[config.mk]
export PLATFORM = sky130hd
export DESIGN_NAME = apb_master_bridge
export DESIGN_NICKNAME = d
export VERILOG_FILES = /design/src/rtl/apb_master_bridge.sv
export SDC_FILE = /design/constraint.sdc
export NUM_CORES = 1
export LEC_CHECK = 0
export BUFFER_PORTS_ARGS = -buffer_cell sky130_fd_sc_hd__buf_2
export CAP_MARGIN = 20
export CORE_MARGIN = 5
export CORE_UTILIZATION = 44
export DETAILED_ROUTE_END_ITERATION = 12
export PLACE_DENSITY = 0.87
export SKIP_LAST_GASP = 1
export SLEW_MARGIN = 20
export SYNTH_ARGS = -nofsm -noshare
export SYNTH_HDL_FRONTEND = slang
export SYNTH_SLANG_ARGS = --single-unit
[constraint.sdc]
create_clock -name pclk_i -period 4.1 [get_ports pclk_i]
set_input_delay 0.82 -clock pclk_i [delete_from_list [all_inputs] [get_ports pclk_i]]
set_output_delay 0.82 -clock pclk_i [all_outputs]
set_load 0.1 [all_outputs]
[src/rtl/apb_master_bridge.sv]
// Valid/ready command stream to APB3 master with a bounded wait on pready.
// One transfer outstanding at a time; every output comes straight from a register.
module apb_master_bridge #(
  parameter int unsigned TIMEOUT = 16
) (
  input  logic        pclk_i,
  input  logic        rst_i,
  input  logic        cmd_valid_i,
  output logic        cmd_ready_o,
  input  logic        cmd_write_i,
  input  logic [31:0] cmd_addr_i,
  input  logic [31:0] cmd_wdata_i,
  output logic        rsp_valid_o,
  input  logic        rsp_ready_i,
  output logic [31:0] rsp_rdata_o,
  output logic        rsp_err_o,
  output logic        psel_o,
  output logic        penable_o,
  output logic        pwrite_o,
  output logic [31:0] paddr_o,
  output logic [31:0] pwdata_o,
  input  logic [31:0] prdata_i,
  input  logic        pready_i,
  input  logic        pslverr_i
);

  typedef enum logic [1:0] {IDLE, SETUP, ACCESS, RESP} state_t;

  // Counter stops at the last tolerated wait; with the timeout disabled it simply pins at all-ones.
  localparam logic [15:0] CNT_LAST = (TIMEOUT == 0) ? 16'hFFFF : 16'(TIMEOUT - 1);

  state_t      state_reg, state_next;
  logic [15:0] cnt_reg;
  logic        cmd_ready_reg, rsp_valid_reg, rsp_err_reg;
  logic        psel_reg, penable_reg, pwrite_reg;
  logic [31:0] paddr_reg, pwdata_reg, rsp_rdata_reg;
  logic        accept, timeout_hit;

  assign accept      = (state_reg == IDLE) && cmd_valid_i && cmd_ready_reg;
  assign timeout_hit = (TIMEOUT != 0) && (cnt_reg == CNT_LAST) && !pready_i;

  always_comb begin
    state_next = state_reg;
    case (state_reg)
      IDLE:    if (accept) state_next = SETUP;
      SETUP:   state_next = ACCESS;
      ACCESS:  if (pready_i || timeout_hit) state_next = RESP;
      RESP:    if (rsp_ready_i) state_next = IDLE;
      default: state_next = IDLE;
    endcase
  end

  always_ff @(posedge pclk_i or posedge rst_i) begin
    if (rst_i) begin
      state_reg     <= IDLE;
      cnt_reg       <= '0;
      cmd_ready_reg <= 1'b0;
      rsp_valid_reg <= 1'b0;
      rsp_err_reg   <= 1'b0;
      rsp_rdata_reg <= '0;
      psel_reg      <= 1'b0;
      penable_reg   <= 1'b0;
      pwrite_reg    <= 1'b0;
      paddr_reg     <= '0;
      pwdata_reg    <= '0;
    end else begin
      state_reg     <= state_next;
      // Control outputs are decoded from the next state so they line up with the state they describe.
      cmd_ready_reg <= (state_next == IDLE);
      psel_reg      <= (state_next == SETUP) || (state_next == ACCESS);
      penable_reg   <= (state_next == ACCESS);
      rsp_valid_reg <= (state_next == RESP);

      if (accept) begin
        pwrite_reg <= cmd_write_i;
        paddr_reg  <= cmd_addr_i;
        pwdata_reg <= cmd_wdata_i;
      end

      if (state_reg == SETUP) begin
        cnt_reg <= '0;
      end else if (state_reg == ACCESS) begin
        if (pready_i) begin
          rsp_err_reg   <= pslverr_i;
          rsp_rdata_reg <= (!pwrite_reg && !pslverr_i) ? prdata_i : 32'd0;
        end else if (timeout_hit) begin
          rsp_err_reg   <= 1'b1;
          rsp_rdata_reg <= 32'd0;
        end else if (cnt_reg != CNT_LAST) begin
          cnt_reg <= cnt_reg + 16'd1;
        end
      end
    end
  end

  assign cmd_ready_o = cmd_ready_reg;
  assign rsp_valid_o = rsp_valid_reg;
  assign rsp_err_o   = rsp_err_reg;
  assign rsp_rdata_o = rsp_rdata_reg;
  assign psel_o      = psel_reg;
  assign penable_o   = penable_reg;
  assign pwrite_o    = pwrite_reg;
  assign paddr_o     = paddr_reg;
  assign pwdata_o    = pwdata_reg;

endmodule

==> results.md <==
- Final Max Slew Viols: 0
- Number of global-route vias before repair: 3899
- Fin Setup TNS: 0 ns
- Post-CTS Hold Fix Bufs: 0
- Min-delay src: paddr_o[11]$_DFFE_PP0P_
- Sequential area share after synthesis: 0.597
- Compound-Gate Fraction of Synth Area: 0.108
- Post-cts sizing count: 0
- Drt drc: 0
- Pin count of the biggest net entering global routing: 75
- Placed cell count: 691
- MaxCap Viol Count: 0
- Antenna-violating nets left: 0
- Number of enable flip-flop cells after synthesis: 0
- Final Hold Viols: 0
- Reg-to-reg startpoint: state_reg[1]$_DFF_PP0_
- Clk_lat worst skew: 0.41 ns
- Vias after detailed routing: 3853
- Worst Max-Slew Pin Slew: 0.915 ns
- Starting Density: 0.444
- Adder-cell area share of the yosys netlist: 0.0199
- CTS buffer count: 17
- Cell Chain, Critical Path: inv_1 > ha_1 > nor2b_1 > nand3b_1 > nor2_4 > a22o_1
- Total Nets Final: 678
- Clk sink count: 120
- Chip Width: 117 µm
- Synth Area in Simple Gates: 0.0826
- Outcome: finished, final reports clean
- Hold Path Class: reg -> reg
- Setup crit end kind: flip-flop
- ANT cells: 0
- Setup Fix Bufs, Post-CTS: 0
- Worst path bufs/invs: 1
- Post-synthesis mux area share: 0.160
- Largest family of logic cells by synthesized area: multiplexers
- Post-synthesis register bit count: 120
- Crit path required time: 4.44 ns
- Placed Area: 0.00613 mm²
- DR pass1 iterations: 4
- CTS tree: yes
- Ys flop type: dfrtp_1
- Total congestion overflow: 0
- Post-Syn Area: 0.00503 mm²
- Skew final: 0.00471 ns
- Synth warn: 0
- Highest cell delay on the worst timing path: 0.60 ns
- Share of cells above drive strength 1: 0.536
- Non-Filler Instances: 723
- Critical path class: reg -> reg
- Synth Instances: 364
- Die height: 117 µm
- First-pass GRT wire length: 18.9 mm
- R2R Path End: rsp_rdata_o[3]$_DFFE_PP0P_
- Core ar.: 0.0113 mm²
- Routed WL per cell: 17.5 µm
- H-tree levels: 4
- Die footprint: 0.0137 mm²
- Largest buffer count on any clock path: 2
- Yosys cell types: 51
- GRT Total Usage: 0.180
- FF-to-FF setup slack: 1.67 ns
- RSZ-0062 raised after global routing: no
- Dpl hpwl: 9.09 mm
- Worst Reg-to-Reg Cells: 6
- GPL Wtd Cong: 0.860
- Final setup fails: 0
- WHS Path Cells: 1
- Fmax achieved: 411 MHz
- Crit path max-delay cell type: nor2_4
- Final WL: 12.7 mm
- Cell chosen for the clock root: clkbuf_16
- Rel. slew slack: 0.390
- Share of the clock period used by the worst path: 0.594
- Synth-to-layout area growth: 34.7%
- Crit-path max FO: 32
- Syn avg cell area: 13.8 µm²
- Design Area, Final: 0.00677 mm²
- Initial DRC Count: 287
- Delay-heaviest family, CP: simple AND/OR/NAND/NOR gates
- Row cnt: 39
- Buffers on Ports: 204
- CP Launch Type: flip-flop
- Syn Nets: 475
- Num ports: 205
- Worst path depth: 6
- Crit path arrival time: 2.77 ns
- Share of flip-flops with an asynchronous set or reset: 1.00
- Initial antenna violation count: 0
- Min Tclk post-route: 2.43 ns
- Xor and xnor area share after synthesis: 0
- Vias per cell: 5.33
- Hold EP: paddr_o[11]$_DFFE_PP0P_
- Clk slew on worst S/H paths: 0.05 ns
-- cell type report --
| type | instances | area, µm² |
|---|---|---|
| Clock buffer | 25 | 495 |
| Clock inverter | 7 | 139 |
| Fill cell | 886 | 4550 |
| Inverter | 9 | 36.3 |
| Multi-Input combinational cell | 214 | 1880 |
| Sequential cell | 120 | 3000 |
| Tap cell | 143 | 179 |
| Timing Repair Buffer | 205 | 1040 |
-- per-stage QoR --
step                      utilization  worst slack, ns  hold WS (ns)
final                           0.598             1.67         0.497
after global routing            0.598             1.50         0.502
after CTS                       0.598             1.25         0.497
after detailed placement        0.542             1.30         0.479
after global placement          0.542             1.56         0.476
after floorplan                     -           0.0942         0.500
-- synth_stat cells, types with 2 or more instances --
cell type,number,area [µm²]
o2bb2ai_1,6,52.6
o21ai_0,4,20.0
dfrtp_1,120,3000
inv_1,8,30.0
clkbuf_1,4,15.0
buf_6,5,56.3
nor4_2,3,37.5
a211o_1,3,26.3
a21oi_1,2,10.0
nor3b_1,3,22.5
nand2b_1,4,25.0
and3_1,3,18.8
nand4_1,7,43.8
a22o_1,32,280
mux2i_1,7,70.1
buf_2,12,60.1
nand2_1,9,33.8
nor2_1,15,56.3
nand3_1,5,25.0
nor2b_1,2,12.5
nor4_1,3,18.8
ha_1,8,100
nor3_1,7,35.0
mux2_2,65,732
-- layer usage --
| layer | share of wire | track usage | routed length, µm | up-vias |
|---|---|---|---|---|
| li1 | - | - | - | 1757 |
| met2 | 0.52 | 0.314 | 6640 | 154 |
| met5 | 0 | 0 | 0 | - |
| met3 | 0.091 | 0.0607 | 1150 | 19 |
| met1 | 0.37 | 0.199 | 4660 | 1923 |
| met4 | 0.016 | 0.0803 | 204 | 0 |
-- cell families after synthesis --
| group | count (synthesis) |
|---|---|
| AOI/OAI and AO/OA | 63 |
| adders and majority gates | 8 |
| buffers and inverters | 30 |
| DFF | 120 |
| muxes | 72 |
| and+or+nand+nor | 71 |
-- layout by cell type, fill, tap and decap left out, types with 2 or more instances in the layout --
| cell | Yosys | routed |
|---|---|---|
| a211o_1 | 3 | 3 |
| a21oi_1 | 2 | 2 |
| a22o_1 | 32 | 32 |
| and3_1 | 3 | 3 |
| buf_2 | 12 | 204 |
| bufinv_16 | 0 | 4 |
| clkbuf_1 | 4 | 4 |
| clkbuf_16 | 0 | 17 |
| clkbuf_8 | 0 | 4 |
| clkinv_2 | 0 | 2 |
| dfrtp_1 | 120 | 120 |
| ha_1 | 8 | 8 |
| inv_1 | 8 | 7 |
| mux2_2 | 65 | 65 |
| mux2i_1 | 7 | 7 |
| nand2_1 | 9 | 9 |
| nand2b_1 | 4 | 4 |
| nand3_1 | 5 | 4 |
| nand4_1 | 7 | 7 |
| nor2_1 | 15 | 14 |
| nor2b_1 | 2 | 2 |
| nor3_1 | 7 | 7 |
| nor3b_1 | 3 | 3 |
| nor4_1 | 3 | 3 |
| nor4_2 | 3 | 3 |
| o21ai_0 | 4 | 4 |
| o2bb2ai_1 | 6 | 6 |
-- worst max-delay path by stage --
stage | slack, ns | endpoint | from
after floorplan | 0.09 | cmd_ready_o$_DFF_PP0_ | rst_i
after global placement | 1.56 | rsp_rdata_o[14]$_DFFE_PP0P_ | state_reg[1]$_DFF_PP0_
after detailed placement | 1.30 | rsp_rdata_o[3]$_DFFE_PP0P_ | state_reg[1]$_DFF_PP0_
after CTS | 1.25 | rsp_rdata_o[3]$_DFFE_PP0P_ | state_reg[1]$_DFF_PP0_
after global routing | 1.50 | rsp_rdata_o[3]$_DFFE_PP0P_ | state_reg[1]$_DFF_PP0_
final | 1.67 | rsp_rdata_o[3]$_DFFE_PP0P_ | state_reg[1]$_DFF_PP0_
Power is left out: the tool's default activity adds up to more than one toggle a clock period on the data nets, which glitch-free logic cannot reach.
